### src/rtl/uart_pkg.sv
// Shared types for the UART transmitter: parity modes, FSM states and the
// data_bits -> bit-count mapping.
package uart_pkg;

  typedef enum logic [1:0] {
    NONE = 2'd0,
    EVEN = 2'd1,
    ODD  = 2'd2,
    MARK = 2'd3
  } parity_mode_e;

  typedef enum logic [2:0] {
    ST_IDLE,
    ST_START,
    ST_DATA,
    ST_PARITY,
    ST_STOP
  } tx_state_e;

  // data_bits code 0..3 selects 5..8 data bits per frame
  function automatic logic [3:0] data_bits_to_n(input logic [1:0] data_bits);
    return 4'd5 + {2'b00, data_bits};
  endfunction

endpackage

### src/rtl/uart_tx_fifo.sv
// Circular byte buffer feeding the transmitter; count/full/empty come straight
// from the registered pointers, so in_ready has no path from push.
module uart_tx_fifo #(
  parameter int FIFO_DEPTH = 4,
  parameter int DATA_W     = 8
) (
  input  logic                          clk,
  input  logic                          reset,
  input  logic                          push_i,
  input  logic [DATA_W-1:0]             push_data_i,
  input  logic                          pop_i,
  output logic [DATA_W-1:0]             pop_data_o,
  output logic                          full_o,
  output logic                          empty_o,
  output logic [$clog2(FIFO_DEPTH):0]   count_o
);

  localparam int AW = $clog2(FIFO_DEPTH);
  localparam logic [AW:0] DEPTH_L = (AW+1)'(FIFO_DEPTH);

  logic [DATA_W-1:0] mem_q [FIFO_DEPTH];
  logic [AW:0]       wr_ptr_q, wr_ptr_d;
  logic [AW:0]       rd_ptr_q, rd_ptr_d;
  logic              push_en, pop_en;

  // Extra pointer MSB distinguishes full from empty
  assign count_o    = wr_ptr_q - rd_ptr_q;
  assign full_o     = (count_o == DEPTH_L);
  assign empty_o    = (count_o == '0);
  assign push_en    = push_i && !full_o;
  assign pop_en     = pop_i && !empty_o;
  assign pop_data_o = mem_q[rd_ptr_q[AW-1:0]];

  always_comb begin
    wr_ptr_d = wr_ptr_q;
    rd_ptr_d = rd_ptr_q;
    if (push_en) wr_ptr_d = wr_ptr_q + 1'b1;
    if (pop_en)  rd_ptr_d = rd_ptr_q + 1'b1;
  end

  always_ff @(posedge clk) begin
    if (reset) begin
      wr_ptr_q <= '0;
      rd_ptr_q <= '0;
    end else begin
      wr_ptr_q <= wr_ptr_d;
      rd_ptr_q <= rd_ptr_d;
    end
  end

  always_ff @(posedge clk) begin
    if (push_en) mem_q[wr_ptr_q[AW-1:0]] <= push_data_i;
  end

endmodule

### src/rtl/uart_tx_cfg.sv
// Buffered UART transmitter with runtime frame format (5-8 data bits,
// none/even/odd/mark parity, 1/2 stop bits), paced by an external baud_tick.
module uart_tx_cfg
  import uart_pkg::*;
#(
  parameter int FIFO_DEPTH = 4,
  parameter int DATA_W     = 8
) (
  input  logic                          clk,
  input  logic                          reset,
  input  logic                          baud_tick,
  input  logic                          in_valid,
  input  logic [DATA_W-1:0]             in_data,
  output logic                          in_ready,
  input  logic [1:0]                    data_bits,
  input  logic [1:0]                    parity_mode,
  input  logic                          two_stop,
  output logic                          tx_pin,
  output logic                          tx_busy,
  output logic                          tx_done,
  output logic [$clog2(FIFO_DEPTH):0]   fifo_count
);

  localparam int CW = $clog2(DATA_W + 1);

  tx_state_e         state_q;
  parity_mode_e      par_mode_q;
  logic [DATA_W-1:0] shift_q;
  logic [CW-1:0]     bit_cnt_q;
  logic [CW-1:0]     nbits_q;
  logic              two_stop_q;
  logic              stop_cnt_q;
  logic              par_acc_q;
  logic              tx_pin_q;
  logic              busy_q;
  logic              done_q;

  logic              fifo_full, fifo_empty;
  logic [DATA_W-1:0] fifo_head;
  logic              frame_end, start_frame, parity_bit;

  uart_tx_fifo #(
    .FIFO_DEPTH (FIFO_DEPTH),
    .DATA_W     (DATA_W)
  ) u_fifo (
    .clk         (clk),
    .reset       (reset),
    .push_i      (in_valid),
    .push_data_i (in_data),
    .pop_i       (start_frame),
    .pop_data_o  (fifo_head),
    .full_o      (fifo_full),
    .empty_o     (fifo_empty),
    .count_o     (fifo_count)
  );

  assign frame_end   = baud_tick && (state_q == ST_STOP) && (!two_stop_q || stop_cnt_q);
  // A new frame starts from IDLE or straight out of the final stop bit
  assign start_frame = !fifo_empty && ((baud_tick && (state_q == ST_IDLE)) || frame_end);

  always_comb begin
    parity_bit = 1'b1;
    case (par_mode_q)
      EVEN:    parity_bit = par_acc_q;
      ODD:     parity_bit = ~par_acc_q;
      default: parity_bit = 1'b1;
    endcase
  end

  always_ff @(posedge clk) begin
    if (reset) begin
      state_q    <= ST_IDLE;
      par_mode_q <= NONE;
      shift_q    <= '0;
      bit_cnt_q  <= '0;
      nbits_q    <= '0;
      two_stop_q <= 1'b0;
      stop_cnt_q <= 1'b0;
      par_acc_q  <= 1'b0;
      tx_pin_q   <= 1'b1;
      busy_q     <= 1'b0;
      done_q     <= 1'b0;
    end else begin
      done_q <= frame_end;
      if (start_frame) begin
        shift_q    <= fifo_head;
        nbits_q    <= CW'(data_bits_to_n(data_bits));
        par_mode_q <= parity_mode_e'(parity_mode);
        two_stop_q <= two_stop;
        par_acc_q  <= 1'b0;
        tx_pin_q   <= 1'b0;
        busy_q     <= 1'b1;
        state_q    <= ST_START;
      end else if (baud_tick) begin
        case (state_q)
          ST_IDLE: ;
          ST_START: begin
            tx_pin_q  <= shift_q[0];
            par_acc_q <= shift_q[0];
            shift_q   <= {1'b0, shift_q[DATA_W-1:1]};
            bit_cnt_q <= CW'(1);
            state_q   <= ST_DATA;
          end
          ST_DATA: begin
            if (bit_cnt_q == nbits_q) begin
              if (par_mode_q == NONE) begin
                tx_pin_q   <= 1'b1;
                stop_cnt_q <= 1'b0;
                state_q    <= ST_STOP;
              end else begin
                tx_pin_q <= parity_bit;
                state_q  <= ST_PARITY;
              end
            end else begin
              tx_pin_q  <= shift_q[0];
              par_acc_q <= par_acc_q ^ shift_q[0];
              shift_q   <= {1'b0, shift_q[DATA_W-1:1]};
              bit_cnt_q <= bit_cnt_q + CW'(1);
            end
          end
          ST_PARITY: begin
            tx_pin_q   <= 1'b1;
            stop_cnt_q <= 1'b0;
            state_q    <= ST_STOP;
          end
          ST_STOP: begin
            if (two_stop_q && !stop_cnt_q) begin
              stop_cnt_q <= 1'b1;
            end else begin
              busy_q  <= 1'b0;
              state_q <= ST_IDLE;
            end
          end
          default: state_q <= ST_IDLE;
        endcase
      end
    end
  end

  assign in_ready = !fifo_full;
  assign tx_pin   = tx_pin_q;
  assign tx_busy  = busy_q;
  assign tx_done  = done_q;

endmodule

### config.mk
export PLATFORM = sky130hd
export DESIGN_NAME = uart_tx_cfg
export DESIGN_NICKNAME = d
export VERILOG_FILES = /design/src/rtl/uart_pkg.sv /design/src/rtl/uart_tx_fifo.sv /design/src/rtl/uart_tx_cfg.sv
export SDC_FILE = /design/constraint.sdc
export NUM_CORES = 1
export LEC_CHECK = 0
export CAP_MARGIN = 5
export CORE_UTILIZATION = 30
export DETAILED_ROUTE_END_ITERATION = 8
export SYNTH_ARGS = -nofsm -noshare
export SYNTH_HDL_FRONTEND = slang
export SYNTH_SLANG_ARGS = --single-unit
### constraint.sdc
create_clock -name clk -period 2.15 [get_ports clk]
set_input_delay 0.3225 -clock clk [delete_from_list [all_inputs] [get_ports clk]]
set_output_delay 0.3225 -clock clk [all_outputs]
set_load 0.05 [all_outputs]
* Word-level counts from Yosys, hierarchy flattened *
Memory sizes are Yosys's and may differ from the RTL's. A register that Yosys moved wholly into a read port is not among the register bits.
Cells that the tools add are included.

cells by class
  add/subtract/negate cells = 5
  equal/unequal tests = 18
  mux-type cells = 32
  bitwise gates (word level) = 4
  reductions and logical operators = 31

operators by type and width
  kind                                                   number
  two-way mux 8 bit                                      3
  two-way mux 1 bit                                      16
  one-hot mux 8 bit (2 select lines)                     1
  one-hot mux 3 bit (5 select lines)                     1
  AND reduction 4 bit                                    3
  two-way mux 3 bit                                      3
  inequality test 3 x 2 -> 1 bit, second input constant  3
  AND reduction 3 bit                                    3
  inequality test 2 bit, second input constant           4
  one-hot mux 4 bit (2 select lines)                     1
  logical AND 1 bit                                      7
  adder 3 x 1 -> 3 bit, second input constant            2
  == test 3 x 2 -> 1 bit, second input constant          2
  == test 3 bit, second input constant                   2
  zero test 3 bit                                        2
  inequality test 2 x 1 -> 1 bit, second input constant  3
  one-hot mux 1 bit (3 select lines)                     2
  AND reduction 6 bit                                    1
  nonzero test 2 bit                                     3
  nonzero test 3 bit                                     2
  adder 3 x 2 -> 4 bit, first input constant             1
  adder 4 x 1 -> 4 bit, second input constant            1
  == test 4 bit                                          1
  zero test 1 bit                                        4
  other kinds (14)                                       19

word-level totals
  register bits = 33
  bits in writable memories = 32
  bits of input ports = 17
  output and inout port bits = 7
  word-level logic and storage cells = 105
  memories kept = 1

memory list
  name          depth  width  read ports  clocked after memory_dff  write ports  line                RTL
  u_fifo.mem_q  4      8      1           1                         1            uart_tx_fifo.sv:21  logic [DATA_W-1:0] mem_q [FIFO_DEPTH];

* Longest topological paths before layout *
Gate-level depths: netlist of run 1.

  word-level depth = 8
  depth in mapped cells = 9
  mapped depth without buffers = 7

* Hierarchy *
From an unflattened synthesis of run 1, not the netlist that was laid out.

unflattened totals
  cell total of the unflattened synthesis = 277
  area, all modules = 3221.8 um^2

by module, submodules not included
  module        instances  cells each  area each (um^2)  sequential area each (um^2)
  uart_tx_fifo  1          98          1679.1            1121.1
  uart_tx_cfg   1          179         1542.7            540.5

* Worst setup path before layout of run 1 *
OpenSTA, ideal clock, no wires.

  path kind = reg2reg
  from = reg u_fifo.wr_ptr_q[0]
  to = reg u_fifo.wr_ptr_q[2]
  library setup time = 121 ps
  arrival = 2548 ps
  required time = 2029 ps
  path slack = -518 ps
  stages on the path, launching flop included = 8
  path buffers = 0
  clock period less this slack = 2668 ps
  cells stage by stage = dfxtp_1 -> inv_1 -> ha_1 -> fa_1 -> xor3_1 -> a31oi_2 -> and2_1 -> mux2_2

on the way
  cells in the longest elaborated chain, start to end = 4
  elaborated cells on any way between the ends = 5
  those cells by class = add/sub (2); eq/ne (1); reduce/logical (2)

RTL lines
  element                   line                RTL
  start: declaration        uart_tx_fifo.sv:22  logic [AW:0] wr_ptr_q, wr_ptr_d;
  start signal: assignment  uart_tx_fifo.sv:46  wr_ptr_q <= wr_ptr_d;
  subtractor 3 bit          uart_tx_fifo.sv:27  assign count_o = wr_ptr_q - rd_ptr_q;
  via fifo_count[2]         uart_tx_cfg.sv:21   output logic [$clog2(FIFO_DEPTH):0] fifo_count
  == test 3 bit             uart_tx_fifo.sv:28  assign full_o = (count_o == DEPTH_L);
  zero test 1 bit           uart_tx_fifo.sv:30  assign push_en = push_i && !full_o;
  logical AND 1 bit         uart_tx_fifo.sv:30

The timed path passes the listed nets, and every way through them passes these cells.
A chain may end at the register's enable or synchronous reset.

* Final worst setup path of run 1 *
  from = reg u_fifo.wr_ptr_q[0]
  to = out fifo_count[2]

on the way
  cells in the longest elaborated chain, start to end = 1

RTL lines
  element           line
  subtractor 3 bit  uart_tx_fifo.sv:27
  end: declaration  uart_tx_cfg.sv:21

No other way between the ends.

==> flow_summary.ini, run 1 <==
[logic_synthesis]
synth_cell_types = 52
avgSynthCellArea_um2 = 11.5
syn_inst = 267
synth_top_flop_cell = dfxtp_1
synthArstFlopShare = 0
ys_warn_count = 0
synthesis.area_um2 = 3070
ys_ff_latch = 67
seq_area_frac_synth = 0.541
synth_edf_count = 32
syn_nets = 296

[timing]
fin_crit_sh = 0.996
rsz0062_at_grt = true
setup_ws_ns = 0.00807
min_period_ns = 2.14
finClkSkew_ns = 0.00936
slew_headroom = 0.414
finalSetupTns_ns = 0
finalSetupViolations = 0
slew_viol_final = 0
max_freq_mhz = 467
finalHoldViolCount = 0
tightest_slew_ns = 0.870

[clock_network]
h-tree-depth = 3
cts_hold_buf = 0
clkTransAtPathRegs_ns = 0.08
clock_latency_ns = 0.34
cts_tree = yes
clock-root-buffer = clkbuf_8
clock_path_buffers = 2
cts_sinks = 67
cts_buffers = 9

[worst_hold_path]
min_to = shift_q[7]$_SDFFE_PP0P_
hp-class = reg2reg
hp-start = shift_q[7]$_SDFFE_PP0P_
holdPathStages = 2

[power_and_ir_drop]
power_switching_w = 0.00175
comb_power_share = 0.418
power.internal_w = 0.00296
power_density_nw_per_um2 = 1210
switching_share = 0.371
seqPwrFrac = 0.376
pwr-share-clk = 0.206
ir_drop_mv = 0.438
leakage_nw = 1.41

[placement]
place_ws_ns = 0.0271
io_buffers = 23
gp_congestion = 0.776
dp_cells = 425
dp_hpwl_um = 4300

[floorplan]
num_rows = 36
initial_core_util = 0.311
die_h_um = 103
dieWidth_um = 103
coreArea_um2 = 9860
io_pins = 24
die_area_um2 = 10600

[setup_path]
r2r-end = nbits_q[0]$_SDFFE_PP0P_
arrival_ns = 1.82
path_max_fanout = 5
endpoint_kind = output pin
start_kind = flip-flop
critPathRequiredTime_ns = 1.83
reg2reg_from = u_fifo.wr_ptr_q[0]$_SDFFE_PP0P_
worstSetupPathType = reg2out
rrSetupSlack_ns = 0.04
r2r_cells = 8

[cells_and_area]
final_nets = 342
nFillCells = 940
area_growth_pct = 26.7
final_util = 0.394
stdcell_count = 451
diodes = 0
final_layout_size_suffix_gt1_frac = 0.245

[job]
cap_violations = 0

[grt]
grt_pass1_vias = 2115
overflow = 0
antenna_found_initial = 0
grt_pass1_wl_um = 10400
grt_max_degree = 15
grt_usage = 0.129

[routing]
via_per_inst = 4.88
drt_iter0_markers = 165
routed_wl_um = 6270
num_vias = 2200
drc = 0
post_drt_wl_per_cell_um = 13.9
firstDrtPassIters = 4
ant_nets = 0

[run_status]
outcome = finished clean
==> power by group through the flow <==
stage | Clock, W | Sequential (W) | Combinational (W)
after floorplan | 0 | 0.00180 | 0.00121
after global placement | 0 | 0.00180 | 0.00176
after detailed placement | 0 | 0.00180 | 0.00179
after CTS | 0.000997 | 0.00178 | 0.00184
after global routing | 0.00105 | 0.00182 | 0.00214
final | 0.000969 | 0.00177 | 0.00197
==> cell usage after synthesis (5+ instances only) <==
cell,n,share of area
a21oi_1,18,0.029
dfxtp_1,35,0.23
mux2i_1,5,0.016
a31oi_1,8,0.016
nor2_1,15,0.018
mux4_2,8,0.059
nand4_1,10,0.020
nand2b_1,7,0.014
ha_1,11,0.045
nand2_1,26,0.032
clkbuf_1,9,0.011
o21ai_0,12,0.020
edfxtp_1,32,0.31
inv_1,11,0.013
==> per-layer routing <==
metal | GRT usage | up-vias | wire length (µm)
li1 | - | 1083 | -
met1 | 0.171 | 1066 | 2960
met2 | 0.204 | 44 | 2990
met3 | 0.0332 | 7 | 245
met4 | 0.0488 | 0 | 68
met5 | 0 | - | 0
==> metrics by stage <==
| stage | hold WS (ns) | total power [W] | cell area (µm²) |
|---|---|---|---|
| 3_5_place_dp | 0.460 | 0.00359 | 3600 |
| 6_report | 0.471 | 0.00471 | 3890 |
| 5_1_grt | 0.496 | 0.00501 | 3890 |
| 3_3_place_gp | 0.459 | 0.00356 | 3600 |
| 4_1_cts | 0.471 | 0.00461 | 3810 |
| 2_1_floorplan | 0.418 | 0.00301 | 3110 |
==> sequential cells by signal, summed over array words and instances (netlist names), named ones only <==
name,count
bit_cnt_q,4
nbits_q,4
par_acc_q,1
par_mode_q,2
shift_q,8
state_q,3
stop_cnt_q,1
two_stop_q,1
tx_busy,1
tx_done,1
tx_pin,1
u_fifo.mem_q,32
u_fifo.rd_ptr_q,3
u_fifo.wr_ptr_q,3
==> worst max-delay path by stage <==
stage | start | to | slack (ns) | cells after the start
after floorplan | u_fifo.wr_ptr_q[0]$_SDFFE_PP0P_ | u_fifo.wr_ptr_q[2]$_SDFFE_PP0P_ | -0.06 | 7
after global placement | u_fifo.wr_ptr_q[0]$_SDFFE_PP0P_ | u_fifo.mem_q[1][7]$_DFFE_PP_ | 0.07 | 6
after detailed placement | u_fifo.wr_ptr_q[0]$_SDFFE_PP0P_ | nbits_q[0]$_SDFFE_PP0P_ | 0.03 | 8
after CTS | u_fifo.wr_ptr_q[0]$_SDFFE_PP0P_ | fifo_count[2] | -0.009 | 6
after global routing | u_fifo.wr_ptr_q[0]$_SDFFE_PP0P_ | fifo_count[2] | -0.06 | 6
final | u_fifo.wr_ptr_q[0]$_SDFFE_PP0P_ | fifo_count[2] | 0.008 | 6
==> worst max-delay path: stages, from the launching register on <==
cell	delay, ns
dfxtp_2	0.34
inv_2	0.05
ha_4	0.15
fa_2	0.32
xor3_2	0.32
buf_6	0.16
buf_12	0.13
==> cell type report <==
cell class | instances | area, µm² | area share
Timing Repair Buffer | 51 | 492 | 0.126
Tap cell | 133 | 166 | 0.0428
Clock inverter | 7 | 57.6 | 0.0148
Multi-Input combinational cell | 173 | 1340 | 0.345
Inverter | 11 | 41.3 | 0.0106
Clock buffer | 9 | 124 | 0.0319
Sequential cell | 67 | 1660 | 0.428
==> layout by cell type, fill, tap and decap left out, types with 2 or more instances in the layout <==
cell,Yosys,final
dfxtp_1,35,33
dfxtp_2,0,2
clkbuf_8,0,9
and3_1,2,2
clkdlybuf4s50_1,0,19
a21oi_1,18,18
nand4_1,10,10
nand3_1,4,3
xor2_1,4,4
edfxtp_1,32,32
nor2_1,15,15
nand2_1,26,26
clkinvlp_4,0,2
inv_6,0,3
o211ai_1,3,3
buf_6,1,3
o41a_1,2,2
buf_12,0,4
nand2b_1,7,7
ha_1,11,10
a31oi_1,8,8
mux2i_1,5,5
inv_1,11,10
buf_4,1,25
and2_4,0,4
or3_1,3,3
a211oi_1,2,2
xnor2_1,2,2
mux4_2,8,8
o21ai_0,12,11
==> cell families (layout without fill, tap and decap cells) <==
family | after synthesis | after routing | synth area share
buffers and inverters | 27 | 78 | 0.0379
AND/OR/NAND/NOR | 82 | 82 | 0.140
adder cells (fa/ha/maj) | 12 | 12 | 0.0514
XOR/XNOR | 7 | 7 | 0.0249
multiplexers | 15 | 15 | 0.0823
flip-flops | 67 | 67 | 0.541
AO/OA/AOI/OAI | 57 | 57 | 0.122
==> repair_timing <==
action	in CTS	in global routing
cloned	0	1
setup buffers	2	7
resized for setup	3	11
endpoints found under the setup margin	4	52
(Power assumes the default switching activity.)
==> run 2, diff against run 1 <==
DONT_BUFFER_PORTS = 1   (was not set)
SKIP_LAST_GASP = 1   (was not set)
==> flow_summary.ini, run 2 (synthesis results as in run 1) <==
[run_status]
outcome = finished clean

[timing]
tightest_slew_ns = 0.896
fin_crit_sh = 0.997
max_freq_mhz = 466
finalSetupViolations = 0
slew_headroom = 0.396
rsz0062_at_grt = true
slew_viol_final = 0
min_period_ns = 2.14
finClkSkew_ns = 0.00692
finalHoldViolCount = 0

[floorplan]
io_pins = 24
dieWidth_um = 103
coreArea_um2 = 9860
num_rows = 36
die_h_um = 103
die_area_um2 = 10600
initial_core_util = 0.311

[clock_network]
cts_buffers = 9
clock-root-buffer = clkbuf_8
cts_sinks = 67
clkTransAtPathRegs_ns = 0.08
cts_hold_buf = 0
h-tree-depth = 3
clock_latency_ns = 0.34
cts_tree = yes
clock_path_buffers = 2

[power_and_ir_drop]
power_density_nw_per_um2 = 1240
leakage_nw = 1.23
ir_drop_mv = 0.756

[routing]
drt_iter0_markers = 179
ant_nets = 0
num_vias = 2023
wl_met3_um = 214
wl_met2_um = 2880
firstDrtPassIters = 4
drc = 0
routed_wl_um = 6100
wl_met1_um = 2920
via_per_inst = 4.91
highest_layer = met4
post_drt_wl_per_cell_um = 14.8

[placement]
placed_area_um2 = 3280
dp_hpwl_um = 4170
io_buffers = 0
gp_congestion = 0.752

[cells_and_area]
diodes = 0
final_layout_size_suffix_gt1_frac = 0.204
final_cell_mix = dfxtp_1 (33), edfxtp_1 (32), nand2_1 (26)
area_growth_pct = 14.5
final_util = 0.356
largest_register_ffs = 32
final_cell_area_um2 = 3510
nFillCells = 967
final_nets = 303
layout_commonest_cell = dfxtp_1

[setup_path]
start_kind = flip-flop
crit_path_top_delay_cell = dfxtp_4
worstSetupPathType = reg2out
rrSetupSlack_ns = 0.07
arrival_ns = 1.82
path_buf_inv = 2
path_max_fanout = 5
critPathRequiredTime_ns = 1.83
critPathTopFamily = adder cells
endpoint_kind = output pin
cp_cell_sequence = inv_4, ha_4, fa_2, xor3_2, nand3_2, buf_8
max_stage_delay_ns = 0.37

[job]
cap_violations = 0

[grt]
grt_usage = 0.128
grt_max_degree = 32
grt_pass1_vias = 2041
overflow = 0
antenna_found_initial = 0
grt_pass1_wl_um = 10200

[worst_hold_path]
hp-class = in2reg
[run 2: cell count changes in the layout (fill, tap and decap cells not counted), sizes merged]
cell	before	now
clkinv	1	2
clkdlybuf4s50	19	0
buf	32	12
inv	15	14
[run 2: repair_timing]
item / CTS / global route
setup buffers: 0 / 3
resized for setup: 1 / 12
pin swaps: 0 / 1
setup endpoints to repair: 1 / 52
hold endpoints to repair: 0 / 0
gates cloned: 0 / 0
[run 2: metal layers]
| layer | vias to the layer above | track usage |
|---|---|---|
| met5 | - | 0 |
| met4 | 0 | 0.0423 |
| met3 | 10 | 0.0366 |
| met2 | 26 | 0.199 |
| met1 | 984 | 0.172 |
| li1 | 1003 | - |
[run 2: layout make-up]
cell class	count	area, µm²	area share
multi-input combinational	173	1340	0.382
inverter	11	43.8	0.0125
clock buffer	9	124	0.0352
clock inverter	7	51.3	0.0146
timing repair buffer	12	121	0.0345
tap	133	166	0.0473
sequential	67	1670	0.474
[run 2: path summary, 6_finish.rpt]
kind | from | cells after the start | to
worst max-delay path | u_fifo.wr_ptr_q[0]$_SDFFE_PP0P_ | 6 | in_ready
worst min-delay path | reset | 1 | nbits_q[0]$_SDFFE_PP0P_
worst max register to register | u_fifo.wr_ptr_q[0]$_SDFFE_PP0P_ | 7 | u_fifo.mem_q[3][4]$_DFFE_PP_
worst min register to register | shift_q[7]$_SDFFE_PP0P_ | 2 | shift_q[7]$_SDFFE_PP0P_
[run 2: worst reg2reg max path: cells and delay by family, from the launching register on]
family	cells	cell delay [ns]
buf+inv	2	0.17
simple gates	1	0.21
flops	1	0.37
xor+xnor	1	0.32
fa+ha+maj	2	0.48
compound gates	1	0.26
[run 2: where the power goes]
| part | internal [W] | switching [W] | total (W) |
|---|---|---|---|
| combinational | 0.000659 | 0.000869 | 0.00153 |
| clock | 0.000426 | 0.000516 | 0.000942 |
| sequential | 0.00161 | 0.000265 | 0.00187 |
| total | 0.00269 | 0.00165 | 0.00434 |
[run 2: stage by stage]
stage / std cells / setup TNS (ns) / hold slack [ns] / total power [W] / setup WS [ns]
6_report: 412 / 0 / 0.0420 / 0.00434 / 0.00544
5_1_grt: 412 / -0.302 / 0.0198 / 0.00464 / -0.0815
4_1_cts: 409 / -0.0728 / 0.0241 / 0.00429 / -0.0728
3_5_place_dp: 393 / 0 / 0.398 / 0.00333 / 0.0410
3_3_place_gp: 393 / 0 / 0.397 / 0.00330 / 0.0770
2_1_floorplan: 267 / -0.0633 / 0.418 / 0.00301 / -0.0557
==> run 3, diff against run 2 <==
CORE_MARGIN = 1   (was not set)
RECOVER_POWER = 25   (was not set)
==> results of run 3 <==
The final DEF is identical to that of run 2; final timing and power are the same.
